[src/rtl/reg_rename_alloc.sv]
// Rename/allocation stage: architectural-to-physical map table, circular free list
// and per-tag busy bits, with a one-cycle registered renamed-instruction output.
module reg_rename_alloc #(
  parameter int ARCH_REGS = 32,
  parameter int PHYS_REGS = 64,
  parameter int PW        = $clog2(PHYS_REGS)
) (
  input  logic          clk,
  input  logic          rst,
  input  logic          dec_valid,
  output logic          dec_ready,
  input  logic          dec_uses_rs,
  input  logic          dec_uses_rt,
  input  logic          dec_uses_rw,
  input  logic [4:0]    dec_rs,
  input  logic [4:0]    dec_rt,
  input  logic [4:0]    dec_rw,
  output logic          ren_valid,
  output logic          ren_uses_rs,
  output logic          ren_uses_rt,
  output logic          ren_uses_rw,
  output logic [PW-1:0] ren_rs_phys,
  output logic [PW-1:0] ren_rt_phys,
  output logic [PW-1:0] ren_rw_phys,
  output logic [PW-1:0] ren_old_rw_phys,
  output logic          ren_rs_busy,
  output logic          ren_rt_busy,
  input  logic          wb_valid,
  input  logic [PW-1:0] wb_phys,
  input  logic          commit_valid,
  input  logic [PW-1:0] commit_free_phys,
  output logic [PW:0]   free_count,
  output logic          overflow_err
);

  localparam int          FREE_INIT = PHYS_REGS - ARCH_REGS;
  localparam logic [PW:0] FULL_CNT  = (PW+1)'(PHYS_REGS);
  localparam logic [PW:0] INIT_CNT  = (PW+1)'(FREE_INIT);

  logic [PW-1:0]        map       [ARCH_REGS];
  logic [PW-1:0]        free_list [PHYS_REGS];
  logic [PHYS_REGS-1:0] busy;
  logic [PW-1:0]        head, tail;

  logic          alloc, accept, pop, push, commit_req;
  logic [PW-1:0] rs_tag, rt_tag, new_tag, old_tag;
  logic          rs_busy, rt_busy;

  always_comb begin
    alloc      = dec_uses_rw && (dec_rw != '0);
    dec_ready  = !alloc || (free_count != '0);
    accept     = dec_valid && dec_ready;
    pop        = accept && alloc;
    commit_req = commit_valid && (commit_free_phys != '0);
    push       = commit_req && (free_count != FULL_CNT);
    rs_tag     = dec_uses_rs ? map[dec_rs] : '0;
    rt_tag     = dec_uses_rt ? map[dec_rt] : '0;
    // a write-back landing in the lookup cycle already counts as done
    rs_busy    = dec_uses_rs && busy[rs_tag] && !(wb_valid && (wb_phys == rs_tag));
    rt_busy    = dec_uses_rt && busy[rt_tag] && !(wb_valid && (wb_phys == rt_tag));
    new_tag    = free_list[head];
    old_tag    = map[dec_rw];
  end

  always_ff @(posedge clk or posedge rst) begin
    if (rst) begin
      for (int unsigned i = 0; i < ARCH_REGS; i++) map[i] <= PW'(i);
    end else if (pop) begin
      map[dec_rw] <= new_tag;
    end
  end

  always_ff @(posedge clk or posedge rst) begin
    if (rst) begin
      for (int unsigned i = 0; i < PHYS_REGS; i++)
        free_list[i] <= (i < FREE_INIT) ? PW'(ARCH_REGS + i) : '0;
      head         <= '0;
      tail         <= PW'(FREE_INIT);
      free_count   <= INIT_CNT;
      overflow_err <= 1'b0;
    end else begin
      if (pop) head <= head + 1'b1;
      if (push) begin
        free_list[tail] <= commit_free_phys;
        tail            <= tail + 1'b1;
      end
      case ({pop, push})
        2'b10:   free_count <= free_count - 1'b1;
        2'b01:   free_count <= free_count + 1'b1;
        default: free_count <= free_count;
      endcase
      if (commit_req && (free_count == FULL_CNT)) overflow_err <= 1'b1;
    end
  end

  // clear first so a coincident allocation of the same tag leaves it busy
  always_ff @(posedge clk or posedge rst) begin
    if (rst) begin
      busy <= '0;
    end else begin
      if (wb_valid && (wb_phys != '0)) busy[wb_phys] <= 1'b0;
      if (pop) busy[new_tag] <= 1'b1;
    end
  end

  always_ff @(posedge clk or posedge rst) begin
    if (rst) begin
      ren_valid       <= 1'b0;
      ren_uses_rs     <= 1'b0;
      ren_uses_rt     <= 1'b0;
      ren_uses_rw     <= 1'b0;
      ren_rs_phys     <= '0;
      ren_rt_phys     <= '0;
      ren_rw_phys     <= '0;
      ren_old_rw_phys <= '0;
      ren_rs_busy     <= 1'b0;
      ren_rt_busy     <= 1'b0;
    end else begin
      ren_valid <= accept;
      if (accept) begin
        ren_uses_rs     <= dec_uses_rs;
        ren_uses_rt     <= dec_uses_rt;
        ren_uses_rw     <= alloc;
        ren_rs_phys     <= rs_tag;
        ren_rt_phys     <= rt_tag;
        ren_rw_phys     <= alloc ? new_tag : '0;
        ren_old_rw_phys <= alloc ? old_tag : '0;
        ren_rs_busy     <= rs_busy;
        ren_rt_busy     <= rt_busy;
      end
    end
  end

endmodule
[config.mk]
export PLATFORM = sky130hd
export DESIGN_NAME = reg_rename_alloc
export DESIGN_NICKNAME = d
export VERILOG_FILES = /design/src/rtl/reg_rename_alloc.sv
export SDC_FILE = /design/constraint.sdc
export NUM_CORES = 2
export LEC_CHECK = 0
export ABC_AREA = 1
export CORE_ASPECT_RATIO = 1.25
export CORE_MARGIN = 2
export CORE_UTILIZATION = 57
export CTS_BUF_LIST = sky130_fd_sc_hd__clkbuf_4 sky130_fd_sc_hd__clkbuf_8 sky130_fd_sc_hd__clkbuf_16
export DETAILED_ROUTE_END_ITERATION = 10
export PLACE_DENSITY_LB_ADDON = 0.25
export SLEW_MARGIN = 15
export SYNTH_ARGS = -nofsm -noshare
export SYNTH_HDL_FRONTEND = slang
export SYNTH_SLANG_ARGS = --single-unit
[constraint.sdc]
create_clock -name clk -period 22.1 [get_ports clk]
set_clock_uncertainty 0.2 [all_clocks]
set_input_delay 3.315 -clock clk [delete_from_list [all_inputs] [get_ports clk]]
set_output_delay 3.315 -clock clk [all_outputs]
set_load 0.005 [all_outputs]
==> results.json <==
{
  "maxCapViolations": 0,
  "setup-violations-final": 0,
  "post-route-cell-area_um2": 38800,
  "ios": 74,
  "min_period_over_period_pct": 40.9,
  "cellLeakagePower_nw": 16.3,
  "grtUsageTotal_pct": 35.3,
  "root_buffer": "clkbuf_16",
  "grt_antenna_before_repair": 0,
  "min_from": "map[187]",
  "grt_pass1_wl_mm": 181,
  "fmax_mhz": 111,
  "n_antenna_cell": 0,
  "gp_congestion": 1.01,
  "final-hold-violation-count": 0,
  "synth_area_leaders": "dfrtp_1 35%, dfstp_2 14%, o21ai_0 13%",
  "p_total_w": 0.00533,
  "nets": 4402,
  "syn_area_per_cell_um2": 7.92,
  "period_minus_slack_ns": 9.04,
  "drive_gt1_share_pct": 10.2,
  "die_y_um": 284,
  "grt_setup_unrepaired": "false",
  "cts_sinks": 690,
  "synth_most_common_cell": "nand2_1",
  "startpoint": "dec_rw[0]",
  "instances_no_fill": 5246,
  "dr_total_vias": 33332,
  "outcome": "complete, no violations",
  "synth-main-ff-cell": "dfrtp_1",
  "syn_nets": 4559,
  "setup_tns_ns": 0,
  "cts-htree-levels": 3,
  "worstSetupEndpointType": "output pin",
  "netlist_instances": 4515,
  "clockBufferDepth": 3,
  "firstDrtPassIters": 10,
  "crit_type": "input pin to output pin",
  "synth_edf_count": 0,
  "reg2reg_to": "free_count[6]",
  "worstSetupStartpointType": "input pin",
  "critPathMaxFanout": 16,
  "finalWorstSetupSlack_ns": 13.06,
  "critical_path.endpoint": "dec_ready",
  "die_x_um": 228,
  "port_buffers": 73,
  "cts_setup_buffers": 0,
  "crit_arrival_ns": 5.52,
  "numCtsBuffers": 71,
  "hold_buffers": 0,
  "worstMarginPinSlew_ns": 1.23,
  "drc": 0,
  "placed_cell_area_um2": 36400,
  "yosysSeqAreaShare_pct": 49.0,
  "pre_cts_slack_ns": 13.08,
  "rr_worst_depth": 20,
  "detail_route.wl_per_cell_um": 22.0,
  "yosysTopAreaCellShare_pct": 34.7,
  "cts_tree": "yes",
  "core-area_um2": 62000,
  "synthToLayoutAreaGrowth_pct": 8.66,
  "synth_common_cells": "1082 x nand2_1, 964 x o21ai_0, 496 x dfrtp_1",
  "dieArea_um2": 64700,
  "synth_top_area_cell": "dfrtp_1",
  "crit_chain": "clkdlybuf4s50_1 > nor2_4 > inv_1 > o21ai_2 > nor2_1 > inv_2 > clkdlybuf4s50_1",
  "n_fill_cell": 5502,
  "hpwl_mm": 71.9,
  "grt_max_degree": 163,
  "placedCellCount": 5117,
  "ctsResizeCount": 0,
  "grt-ovfl-total": 0,
  "slew_viol_final": 0,
  "first_global_vias": 31557,
  "synth_cell_type_count": 49,
  "routed_wl_mm": 115,
  "ys_ff_latch": 690,
  "peakVddDrop_uv": 106,
  "crit_top_cell": "clkdlybuf4s50_1",
  "power_density_nw_per_um2": 137,
  "clk_pin_slew_ns": 0.06,
  "via_per_inst": 6.35,
  "async_flop_share_pct": 100,
  "ant_nets": 0,
  "reg2reg_from": "free_count[0]",
  "slowest_stage": "clkdlybuf4s50_1",
  "drt_iter0_drc": 3919,
  "slew_headroom_pct": 17.5,
  "cpPeakStageDelay_ns": 0.69,
  "clock_latency_ns": 0.63,
  "start_util_pct": 57.6,
  "synth_area_um2": 35700,
  "rows": 102,
  "critPathRequiredTime_ns": 18.59,
  "r2r_slack_ns": 17.01,
  "hp-class": "flop to flop",
  "yosysWarnings": 0
}
[metrics by stage]
step / hold WS (ns) / util [%]
3_3_place_gp: 0.214 / 58.7
6_report: 0.228 / 62.6
2_1_floorplan: 0.248 / -
3_5_place_dp: 0.214 / 58.7
5_1_grt: 0.250 / 62.6
4_1_cts: 0.228 / 62.6
[sequential cells by signal (all words and copies together), names as in the netlist]
register	flops
ren_rs_phys	6
ren_valid	1
ren_rt_phys	6
ren_rs_busy	1
free_count	7
busy	64
tail	6
ren_uses_rs	1
head	6
ren_rt_busy	1
map	192
overflow_err	1
free_list	384
ren_uses_rw	1
ren_rw_phys	6
ren_uses_rt	1
ren_old_rw_phys	6
[area by class of cell]
cell class	instances	area, µm²	share of cell area, %
Multi-Input combinational cell	3295	16000	41.2
Timing Repair Buffer	137	1230	3.16
Sequential cell	690	17500	45.1
Clock buffer	105	2160	5.56
Clock inverter	24	274	0.706
Tap cell	832	1040	2.68
Inverter	163	624	1.61
[report_power, final]
group	leakage (nW)	internal (W)	switching, W	total (W)
sequential	8.46	0.00179	0.000323	0.00212
combinational	6.62	0.000588	0.00136	0.00195
clock	1.23	0.000739	0.000518	0.00126
total	16.3	0.00312	0.00220	0.00533
[cells in the final DEF (no fill, tap or decap), types with 16 or more instances in the layout]
cell | synthesis | routed
nand2_1 | 1082 | 1082
o21ai_0 | 964 | 964
dfrtp_1 | 496 | 494
nand3_1 | 314 | 314
nor2_1 | 312 | 310
dfstp_2 | 194 | 194
inv_1 | 141 | 136
a21oi_1 | 99 | 99
o22ai_1 | 76 | 76
clkbuf_16 | 0 | 73
o21a_1 | 72 | 72
clkdlybuf4s50_1 | 0 | 71
a22oi_1 | 69 | 69
buf_4 | 16 | 62
o211ai_1 | 56 | 56
nand4_1 | 55 | 55
o221ai_1 | 55 | 55
o21ai_1 | 34 | 34
nor3_1 | 22 | 21
inv_2 | 15 | 20
clkbuf_4 | 0 | 17
clkinv_2 | 0 | 16
[cells by family after synthesis]
family,count (synthesis),share of synthesized area (%)
compound gates,1458,22.9
xor+xnor,13,0.319
fa+ha+maj,9,0.336
buf+inv,530,6.32
flops,690,49.0
simple gates,1815,21.1
[worst max-delay path: cells and delay by family]
kind,cells,cell delay [ns]
buffers and inverters,4,1.77
AOI/OAI and AO/OA,1,0.18
and+or+nand+nor,2,0.26
[layer usage]
metal  track usage [%]  share of wire (%)
met5                 0                  0
met4              21.5                6.5
met3              6.74                9.5
met2              56.1                 46
met1              45.0                 38
[how the worst min path moves through the flow]
stage                          end  slack [ns]  cells past startpoint
global placement          map[190]        0.21                      0
floorplan           free_list[102]        0.25                      2
global route              map[186]        0.25                      0
detailed placement        map[186]        0.21                      0
CTS                       map[186]        0.23                      0
finish                    map[187]        0.23                      0
Power figures use the tool's default switching activity.
